===== src/rtl/stopwatch_display_scan.sv =====
// Four-digit multiplexed seven-segment driver for an MM:SS stopwatch.
// Scans digit0..digit3 under control of a one-cycle tick_scan pulse, inserts a
// blank cycle on every advance to suppress ghosting, and supports a lap freeze
// that holds a snapshot of the digits while the live counters keep running.
// Optional build macro: LEADING_ZERO_BLANK_EN blanks a zero minutes-tens digit.
module stopwatch_display_scan (
  input  logic       clk,
  input  logic       reset,
  input  logic       tick_scan,
  input  logic       lap,
  input  logic [3:0] digit0,
  input  logic [3:0] digit1,
  input  logic [3:0] digit2,
  input  logic [3:0] digit3,
  output logic [6:0] seg,
  output logic [3:0] an,
  output logic       dp,
  output logic       frozen
);

  localparam logic [6:0] SegBlank = 7'b1111111;
  localparam logic [6:0] SegDash  = 7'b0111111;
  localparam logic [3:0] AnOff    = 4'b1111;

  // Segment pattern {g,f,e,d,c,b,a}, active-low; non-BCD codes show a dash.
  function automatic logic [6:0] decode(input logic [3:0] val);
    logic [6:0] s;
    unique case (val)
      4'd0:    s = 7'b1000000;
      4'd1:    s = 7'b1111001;
      4'd2:    s = 7'b0100100;
      4'd3:    s = 7'b0110000;
      4'd4:    s = 7'b0011001;
      4'd5:    s = 7'b0010010;
      4'd6:    s = 7'b0000010;
      4'd7:    s = 7'b1111000;
      4'd8:    s = 7'b0000000;
      4'd9:    s = 7'b0010000;
      default: s = SegDash;
    endcase
    return s;
  endfunction

  // Active-low one-hot anode enable for scan position idx.
  function automatic logic [3:0] onehot_low(input logic [1:0] idx);
    logic [3:0] a;
    unique case (idx)
      2'd0:    a = 4'b1110;
      2'd1:    a = 4'b1101;
      2'd2:    a = 4'b1011;
      default: a = 4'b0111;
    endcase
    return a;
  endfunction

  logic [1:0]  sel_q, sel_d;
  logic        blank_q, blank_d;
  logic [6:0]  seg_q, seg_d;
  logic [3:0]  an_q, an_d;
  logic        dp_q, dp_d;
  logic        lap_q, lap_d;
  logic        frozen_q, frozen_d;
  logic [15:0] snap_q, snap_d;

  logic        lap_rise;
  logic [15:0] live_digits;
  logic [15:0] src;
  logic [3:0]  src_digit;
  logic [6:0]  digit_seg;

  assign live_digits = {digit3, digit2, digit1, digit0};
  assign lap_rise    = lap & ~lap_q;

  // Display source: frozen snapshot or live counters.
  assign src = frozen_q ? snap_q : live_digits;

  // Pick the nibble under the scan pointer.
  always_comb begin
    src_digit = src[3:0];
    unique case (sel_q)
      2'd0:    src_digit = src[3:0];
      2'd1:    src_digit = src[7:4];
      2'd2:    src_digit = src[11:8];
      default: src_digit = src[15:12];
    endcase
  end

  // Segment pattern for the selected digit, with optional leading-zero blanking.
  always_comb begin
    digit_seg = decode(src_digit);
`ifdef LEADING_ZERO_BLANK_EN
    if ((sel_q == 2'd3) && (src_digit == 4'd0)) begin
      digit_seg = SegBlank;
    end
`else
    digit_seg = decode(src_digit);
`endif
  end

  // Scan pointer and display outputs: blank on an advance, otherwise show sel.
  always_comb begin
    sel_d   = sel_q;
    blank_d = 1'b0;
    an_d    = onehot_low(sel_q);
    seg_d   = digit_seg;
    // Decimal point sits between minutes and seconds, i.e. lit with digit2.
    dp_d    = (sel_q == 2'd2) ? 1'b0 : 1'b1;
    if (tick_scan) begin
      sel_d   = sel_q + 2'd1;
      blank_d = 1'b1;
      an_d    = AnOff;
      seg_d   = SegBlank;
      dp_d    = 1'b1;
    end
  end

  // Lap button: edge detect toggles freeze; snapshot taken on entry to freeze.
  always_comb begin
    lap_d    = lap;
    frozen_d = frozen_q;
    snap_d   = snap_q;
    if (lap_rise) begin
      frozen_d = ~frozen_q;
      if (!frozen_q) begin
        snap_d = live_digits;
      end
    end
  end

  // State update; synchronous reset overrides scan and lap activity.
  always_ff @(posedge clk) begin
    if (reset) begin
      sel_q    <= 2'd0;
      blank_q  <= 1'b0;
      an_q     <= AnOff;
      seg_q    <= SegBlank;
      dp_q     <= 1'b1;
      lap_q    <= 1'b0;
      frozen_q <= 1'b0;
      snap_q   <= 16'h0000;
    end else begin
      sel_q    <= sel_d;
      blank_q  <= blank_d;
      an_q     <= an_d;
      seg_q    <= seg_d;
      dp_q     <= dp_d;
      lap_q    <= lap_d;
      frozen_q <= frozen_d;
      snap_q   <= snap_d;
    end
  end

  assign seg    = seg_q;
  assign an     = an_q;
  assign dp     = dp_q;
  assign frozen = frozen_q;

  // blank_q marks the ghosting-guard cycle; it is internal status only.
  logic unused_blank;
  assign unused_blank = blank_q;

endmodule


===== config.mk =====
export PLATFORM = sky130hd
export DESIGN_NAME = stopwatch_display_scan
export DESIGN_NICKNAME = d
export VERILOG_FILES = /design/src/rtl/stopwatch_display_scan.sv
export SDC_FILE = /design/constraint.sdc
export NUM_CORES = 1
export LEC_CHECK = 0
export ABC_AREA = 0
export BUFFER_PORTS_ARGS = -buffer_cell sky130_fd_sc_hd__buf_2
export CAP_MARGIN = 20
export CORE_ASPECT_RATIO = 1.4
export CORE_MARGIN = 4
export CORE_UTILIZATION = 30
export CTS_CLUSTER_DIAMETER = 150
export CTS_CLUSTER_SIZE = 8
export DETAILED_ROUTE_END_ITERATION = 6
export PLACE_DENSITY = 0.53
export SYNTH_ARGS = -nofsm -noshare
export SYNTH_HDL_FRONTEND = slang
export SYNTH_SLANG_ARGS = --single-unit

===== constraint.sdc =====
create_clock -name clk -period 2.99 [get_ports clk]
set_clock_uncertainty 0.1 [all_clocks]
set_input_delay 0.7475 -clock clk [delete_from_list [all_inputs] [get_ports clk]]
set_output_delay 0.7475 -clock clk [all_outputs]
set_load 0.02 [all_outputs]

# Word-level counts from Yosys, hierarchy flattened
# Memories as Yosys holds them, arrays and structs flattened. A register that Yosys moved wholly into a read port is not among the register bits.
# Cells that the tools add are included.
[totals] mem_count=1 input_bits=20 output_inout_bits=13 regBits=25 romBits=112
[mem_list] name="(no name shown)" words=16 word_bits=7 rd=1 rd_ports_with_merged_regs=1 wr=0 line="28" rtl="unique case (val)"
[classes] eq_ne=2 n_bitwise=3 mux=4 reduce_logical=2 n_addsub=1
[op_table] operator="case mux 4 bit (3 select lines)" n=2
[op_table] operator="two-way mux 16 bit" n=1
[op_table] operator="adder 2 x 1 -> 2 bit (second input constant)" n=1
[op_table] operator="== test 2 x 1 -> 1 bit (second input constant)" n=1
[op_table] operator="== test 2 bit (second input constant)" n=1
[op_table] operator="zero test 2 bit" n=1
[op_table] operator="NOT 1 bit" n=2
[op_table] operator="OR reduction 2 bit" n=1
[op_table] operator="AND 1 bit" n=1
[op_table] operator="two-way mux 1 bit" n=1

# Longest topological paths before layout
# Gate-level depths: netlist of the first run.
[depth] ltp_word=2 ltp_mapped=9 mapped_depth_nobuf=8

# Least setup slack after synthesis of the first run
# No wires, ideal clock.
[synth_path] path_type="input to register" from="input digit2[1]" to="register seg_q[3], in the netlist seg[3]" required_time_ns=2.803 t_arrival_ns=2.251 setup_slack_ns=0.552 cell_stages=7 path_buffers=0 cell_sequence="mux2_2 -> a222oi_1 -> mux2i_1 -> inv_1 -> ha_1 -> and3b_1 -> o31ai_1"
[synth_between] elab_chain_cells=2
[synth_rtl] item="start, declared" line="13" rtl="input logic [3:0] digit2,"
[synth_rtl] item="two-way mux 16 bit"
[synth_rtl] item="case mux 4 bit (3 select lines)" line="80" rtl="unique case (sel_q)"
[synth_rtl] item="end, declared" line="58" rtl="logic [6:0] seg_q, seg_d;"
# Every way passes these cells.
# A chain may end at the register's enable or synchronous reset.

# Worst setup path in the final report of the first run
[layout_path] from="register frozen_q, in the netlist frozen" to="register seg_q[5], in the netlist seg[5]"
[layout_between] elab_chain_cells=2
[layout_rtl] item="start, declared" line="62" rtl="logic frozen_q, frozen_d;"
[layout_rtl] item="start signal, assigned" line="148" rtl="frozen_q <= frozen_d;"
[layout_rtl] item="two-way mux 16 bit"
[layout_rtl] item="case mux 4 bit (3 select lines)" line="80"
# Every way passes these cells.

==> metrics.txt, run 1 <==
Worst setup SP type=flip-flop; Post-synth EDFFs=0; Synth top area share=about two fifths; Die Ht=92.26 um; CP endpoint kind=flip-flop; peak supply drop=between 150 and 200 uV; clock share of power=30.7%; WP buf/inv=2; Min Clock Period, post-route=2.527 ns; Detailed Place HPWL=roughly 2400 um; Slew Limit Headroom=56.05%; CP Class=flip-flop to flip-flop; Slew @ Worst Pin=0.6410 ns; Post-Layout Cell Count=267; core area=between 4000 and 5000 um2; total negative setup slack=0 ns; Synth area leader=dfxtp_1; Hold/Removal Path Class=flip-flop to flip-flop; final worst path period share=around 85%; worst-path cell with the longest stage delay=dfxtp_1; Max FO, Critical Path=13; crit path DAT=2.59 ns; WP data required=3.05 ns; family with the most delay on the worst path=compound AO/OA/AOI/OAI gates; CP Cell Sequence=buf_4 > mux2_4 > a222oi_1 > mux2i_1 > buf_4 > nor4_2 > o31ai_1; max_cap viols=0; fmax=0.3957 GHz; TritonCTS clock tree=yes; commonest cells after routing, fill and taps aside=nand2_1 (37), buf_2 (32), dfxtp_1 (31); starting DRC count in detailed routing=35; pwr/cell area=558.8 nW/um2; RSZ-0062 raised after global routing=no; Vias=1255; Final Net Count=232; synth top area cells=dfxtp_1 (41%), nand2_1 (9.1%), ha_1 (8.2%); Warnings, synthesis=0; row cnt=30; register area=620.6 um2; Flop pwr share=44.9%; residual DRC count=0; Area Overhead vs Synth=19.74%; first-pass GRT wire length=5368 um; Tot GR Track Use=11.61%; post-detailed-route count of antenna-violating nets=0; cell internal pwr=0.7097 mW; Slew Viols, Final=0; CTS Buffer Depth=2; Avg WL per Cell=12.49 um; die area=between 6000 and 7000 um2; multi-input logic area=815.8 um2; Gate power share=approximately 24%; sequential share of the synthesized area=40.79%; run status=completed; Setup-failing EPs final=0; CTS clock-pin slew for the worst setup and hold paths=around 0.060 ns; Inst Count DP=259; initial antenna violation count=0; fillers=528; Netlist Area Pre-Place=1521 um2; drt first pass iters=4; most used cell, CP=buf_4; Mean Syn Cell Area=9.003 um2; Top Ports=33; Total Routed Length=3334 um; Leakage=about 0.75 nW; # resized after CTS=0; Main synth FF type=dfxtp_1; Switching Share=30.29%; die extent in x=68.19 um; via/cell ratio=4.700; Final Hold Vio Count=0; asr flop ratio synth=0%; clock insertion delay at the later pin of the skew report=0.29 ns; hold_ws=~0.35 ns; diodes inserted=0; Starting Density=31.18%; Port-buffer cells=32; cells after synthesis=169; commonest non-fill, non-tap cell in the layout=nand2_1; htree depth=2; crit-path max cell delay=0.43 ns; Seq cells post-synth=31; final core occ=37.33%; gpl congestion=0.7647; proportion of layout cells with a drive suffix above 1=approximately a quarter; total CTS buffers=5; number of distinct library cells after synthesis=36; post-CTS setup buffers=0; Psw=0.3083 mW; pin count of the biggest net entering global routing=22; Root Driver=clkbuf_8; number of global-route vias before repair=between 1000 and 1500; Synth Net Count=199; hold_buf cts=0; Overflow after GRT=0; CTS sink count=31
-- flip-flops by register name (all words and copies together), names as in the netlist --
name and flops:
seg 7, sel_q 2, frozen 1, an 4, snap_q 16, lap_q 1
-- synth_stat cells (2+ instances only) --
library cell and count:
nand2_1 37, dfxtp_1 31, a21oi_1 18, ha_1 10
mux2i_1 8, clkbuf_1 7, nor2_1 6, inv_1 4
mux2_2 4, a222oi_1 3, mux2_4 3, nor3b_1 3
o31ai_1 3, a22oi_1 2, buf_2 2, buf_6 2
mux2_1 2, nand3_1 2, nor3_1 2, o21ai_0 2
o21ai_1 2, or3_1 2
-- kinds of logic (layout without fill, tap and decap cells) --
family / count (synthesis) / after routing / share of synthesized area, %
fa+ha+maj: 10 / 10 / 8.224
compound gates: 34 / 34 / 13.98
mux: 17 / 17 / 12.66
buf+inv: 17 / 51 / 5.592
xor+xnor: 1 / 1 / 0.5758
flops: 31 / 31 / 40.79
simple gates: 59 / 59 / 18.17
-- metal layers --
metal | wire, um | part of all wire (%) | GRT usage [%] | vias up
met4 | 110 | 3.3 | 7.629 | 0
met1 | 1464 | 44 | 13.33 | 569
met2 | 1581 | 47 | 17.62 | 32
met3 | 176 | 5.3 | 4.044 | 8
met5 | 0 | 0 | 0 | -
li1 | - | - | - | 646
-- tightest hold or removal path, cell delays in order, from the launching register on --
cell	delay, ns
dfxtp_1	0.31
nand2_1	0.05
a21oi_1	0.05
-- per-stage QoR --
stage | setup WS [ns] | instance area [um2] | power, mW
6_report | 0.4626 | 1822 | 1.018
5_1_grt | 0.2594 | 1822 | 1.082
4_1_cts | 0.4525 | 1822 | 1.036
3_5_place_dp | 0.1863 | 1740 | 0.7160
3_3_place_gp | 0.2158 | 1740 | 0.7160
2_1_floorplan | 0.5517 | 1521 | 0.6455
-- power by group through the flow --
stage | Combinational (mW) | Sequential [mW] | Clock [mW]
after floorplan | 0.163 | 0.483 | 0
after global placement | 0.250 | 0.466 | 0
final | 0.248 | 0.457 | 0.313
after CTS | 0.251 | 0.457 | 0.327
after global routing | 0.276 | 0.461 | 0.345
after detailed placement | 0.250 | 0.466 | 0
-- final cells by class --
cell class / count / share of cell area, %
Multi-Input combinational cell: 121 / 44.78
Timing Repair Buffer: 38 / 11.26
Sequential cell: 31 / 34.07
Tap cell: 64 / 4.396
Clock buffer: 7 / 4.190
Inverter: 5 / 1.030
Clock inverter: 1 / 0.2747
-- worst paths after layout --
check,from,to,slack [ns],depth (start not counted)
worst max-delay path,frozen$_SDFFE_PP0P_,seg[5]$_SDFF_PP1_,0.46,7
worst min-delay path,snap_q[2]$_SDFFE_PP0P_,snap_q[2]$_SDFFE_PP0P_,0.35,2
worst max register to register,frozen$_SDFFE_PP0P_,seg[5]$_SDFF_PP1_,0.46,7
worst min register to register,snap_q[2]$_SDFFE_PP0P_,snap_q[2]$_SDFFE_PP0P_,0.35,2
No activity file was read; power rests on OpenSTA's default activity.
==> inputs of run 2 (changes only) <==
--- a/config.mk
+++ b/config.mk
@@ -14,7 +14,7 @@
 export CTS_CLUSTER_DIAMETER = 150
 export CTS_CLUSTER_SIZE = 8
 export DETAILED_ROUTE_END_ITERATION = 6
-export PLACE_DENSITY = 0.53
+export PLACE_DENSITY = 0.55
 export SYNTH_ARGS = -nofsm -noshare
 export SYNTH_HDL_FRONTEND = slang
 export SYNTH_SLANG_ARGS = --single-unit
==> constraint.sdc (replaced) <==
create_clock -name clk -period 2.2 [get_ports clk]
set_clock_uncertainty 0.1 [all_clocks]
set_input_delay 0.55 -clock clk [delete_from_list [all_inputs] [get_ports clk]]
set_output_delay 0.55 -clock clk [all_outputs]
set_load 0.02 [all_outputs]
==> metrics.txt, run 2 (synthesis gave the netlist of run 1 again) <==
hold_ws=0.3544 ns (+0.0005090 ns); Final Hold Vio Count=0 (unchanged); hold_buf cts=0 (unchanged); final worst path period share=103.5% (+19 points); Area Overhead vs Synth=36.92%; Port-buffer cells=32 (unchanged); gpl congestion=0.7694 (+0.61%); CP Launch Point=frozen$_SDFFE_PP0P_; peak supply drop=415.9 uV (+140%); Die Ht=92.26 um (unchanged); Vias=1323 (+5.4%); Tot GR Track Use=12.24% (+0.63 points); drt first pass iters=5 (+1); commonest non-fill, non-tap cell in the layout=nand2_1; clock insertion delay at the later pin of the skew report=0.28 ns (about the same); Starting Density=31.18% (unchanged); commonest cells after routing, fill and taps aside=nand2_1 (37), buf_2 (32), dfxtp_1 (30); Slew Limit Headroom=61.07% (+5.0 points); crit path DAT=2.37 ns (-0.22 ns); proportion of layout cells with a drive suffix above 1=40.44% (+14 points); Total Routed Length=3432 um (+2.9%); Root Driver=clkbuf_8; Leakage=0.8782 nW (+18%); cell internal pwr=1.080 mW (+52%); Gate power share=29.7% (+5.3 points); register area=624.3 um2 (+0.60%); Min Clock Period, post-route=2.276 ns (-0.2512 ns); Setup-failing EPs final=2 (+2); clock share of power=29.8% (-0.9 points); starting DRC count in detailed routing=49 (+40%); worst-case reg-to-reg path depth=9 (+2); WP data required=2.30 ns (-0.75 ns); Flop pwr share=40.5% (-4.4 points); fmax=0.4393 GHz (+11%); post-detailed-route count of antenna-violating nets=0 (unchanged); Switching Share=29.50% (-0.79 points); max_cap viols=0 (unchanged); r2r setup slk=-0.08 ns (-0.54 ns); Top Ports=33 (unchanged); Overflow after GRT=0 (unchanged); Slew Viols, Final=0 (unchanged); RR Endpoint=seg[3]$_SDFF_PP1_; CP endpoint=seg[3]$_SDFF_PP1_; pwr/cell area=735.5 nW/um2 (+32%); initial antenna violation count=0 (unchanged); CP Class=flip-flop to flip-flop; Largest register FFs=16 (unchanged); Avg WL per Cell=11.88 um (-4.9%); reg-to-reg startpoint=frozen$_SDFFE_PP0P_; first-pass GRT wire length=5844 um (+8.9%); Slew @ Worst Pin=0.5840 ns (-0.05700 ns); total CTS buffers=5 (unchanged); row cnt=30 (unchanged); CTS Buffer Depth=2 (unchanged); core area=4880 um2 (unchanged); Worst setup SP type=flip-flop; die extent in x=68.19 um (unchanged); Hold/Removal Path Class=flip-flop to flip-flop; fillers=528 (unchanged); diodes inserted=0 (unchanged); RSZ-0062 raised after global routing=yes; CP endpoint kind=flip-flop; CTS clock-pin slew for the worst setup and hold paths=0.07 ns (about the same); violated checks=setup timing; Psw=0.4520 mW (+47%); dpl ws=-0.2267 ns (-0.4131 ns); Max FO, Critical Path=6 (-7); multi-input logic area=890.9 um2 (+9.2%); min-delay src=snap_q[13]$_SDFFE_PP0P_; htree depth=2 (unchanged); run status=complete, but fails checks; TritonCTS clock tree=yes; Detailed Place HPWL=2536 um (+3.8%); Setup WS post-layout=-0.07616 ns (-0.5388 ns); number of global-route vias before repair=1308 (+12%); CTS sink count=31 (unchanged); via/cell ratio=4.578 (-2.6%); die area=6291 um2 (unchanged); residual DRC count=0 (unchanged); Most flops, register=snap_q; Final Net Count=254 (+9.5%); pin count of the biggest net entering global routing=22 (unchanged)
[run 2: stage by stage]
| stage | setup TNS, ns | cell area, um2 | cells | power [mW] | utilization [%] |
|---|---|---|---|---|---|
| 3_3_place_gp | -1.043 | 1872 | 275 | 1.040 | 38.36 |
| 2_1_floorplan | -0.06985 | 1533 | 169 | 0.8810 | - |
| 3_5_place_dp | -1.097 | 1872 | 275 | 1.041 | 38.36 |
| 5_1_grt | -0.6611 | 2083 | 289 | 1.627 | 42.69 |
| 6_report | -0.1137 | 2083 | 289 | 1.532 | 42.69 |
| 4_1_cts | -0.2515 | 2026 | 288 | 1.522 | 41.51 |
[run 2: worst max-delay path: stages (launching register included)]
cell      delay (ns)
dfxtp_4         0.37
buf_4           0.13
mux2_4          0.28
a222oi_1        0.37
buf_4           0.19
mux2i_4         0.08
inv_2           0.09
ha_1            0.24
and3b_1         0.18
o31ai_2         0.16
[run 2: metal layers]
layer | vias to the layer above | share of wire, % | track usage, %
met5 | - | 0 | 0
met4 | 0 | 2.1 | 4.975
met3 | 5 | 5.0 | 3.676
met2 | 29 | 49 | 20.19
met1 | 590 | 43 | 14.31
li1 | 699 | - | -
[run 2: layout make-up]
class                   instances  share of cell area, %
flip-flops and latches         31                  29.97
repair buffers                 60                  18.14
multi-input cells             121                  42.76
clock inverters                 1                 0.2402
clock buffers                   7                  4.144
inverters                       5                 0.9009
well taps                      64                  3.844
[run 2: repair_timing]
| item | CTS | global route |
|---|---|---|
| setup endpoints to repair | 6 | 7 |
| resized for setup | 8 | 12 |
| pin swaps | 5 | 10 |
| buffers inserted | 5 | 2 |
| cloned | 0 | 0 |
| hold endpoints to repair | 0 | 0 |
[run 2: power by group through the flow]
stage / logic [mW] / registers, mW / clock network, mW
6_report: 0.455 / 0.620 / 0.456
5_1_grt: 0.508 / 0.625 / 0.494
3_3_place_gp: 0.405 / 0.635 / 0
3_5_place_dp: 0.405 / 0.636 / 0
2_1_floorplan: 0.225 / 0.656 / 0
4_1_cts: 0.431 / 0.621 / 0.471
[run 2: worst min-delay path by stage]
| stage | endpoint | cells past startpoint | slack, ns |
|---|---|---|---|
| after floorplan | snap_q[0]$_SDFFE_PP0P_ | 2 | 0.33 |
| final | snap_q[13]$_SDFFE_PP0P_ | 2 | 0.35 |
| after detailed placement | snap_q[4]$_SDFFE_PP0P_ | 2 | 0.35 |
| after global placement | snap_q[4]$_SDFFE_PP0P_ | 2 | 0.34 |
| after CTS | snap_q[4]$_SDFFE_PP0P_ | 2 | 0.35 |
| after global routing | snap_q[2]$_SDFFE_PP0P_ | 2 | 0.37 |
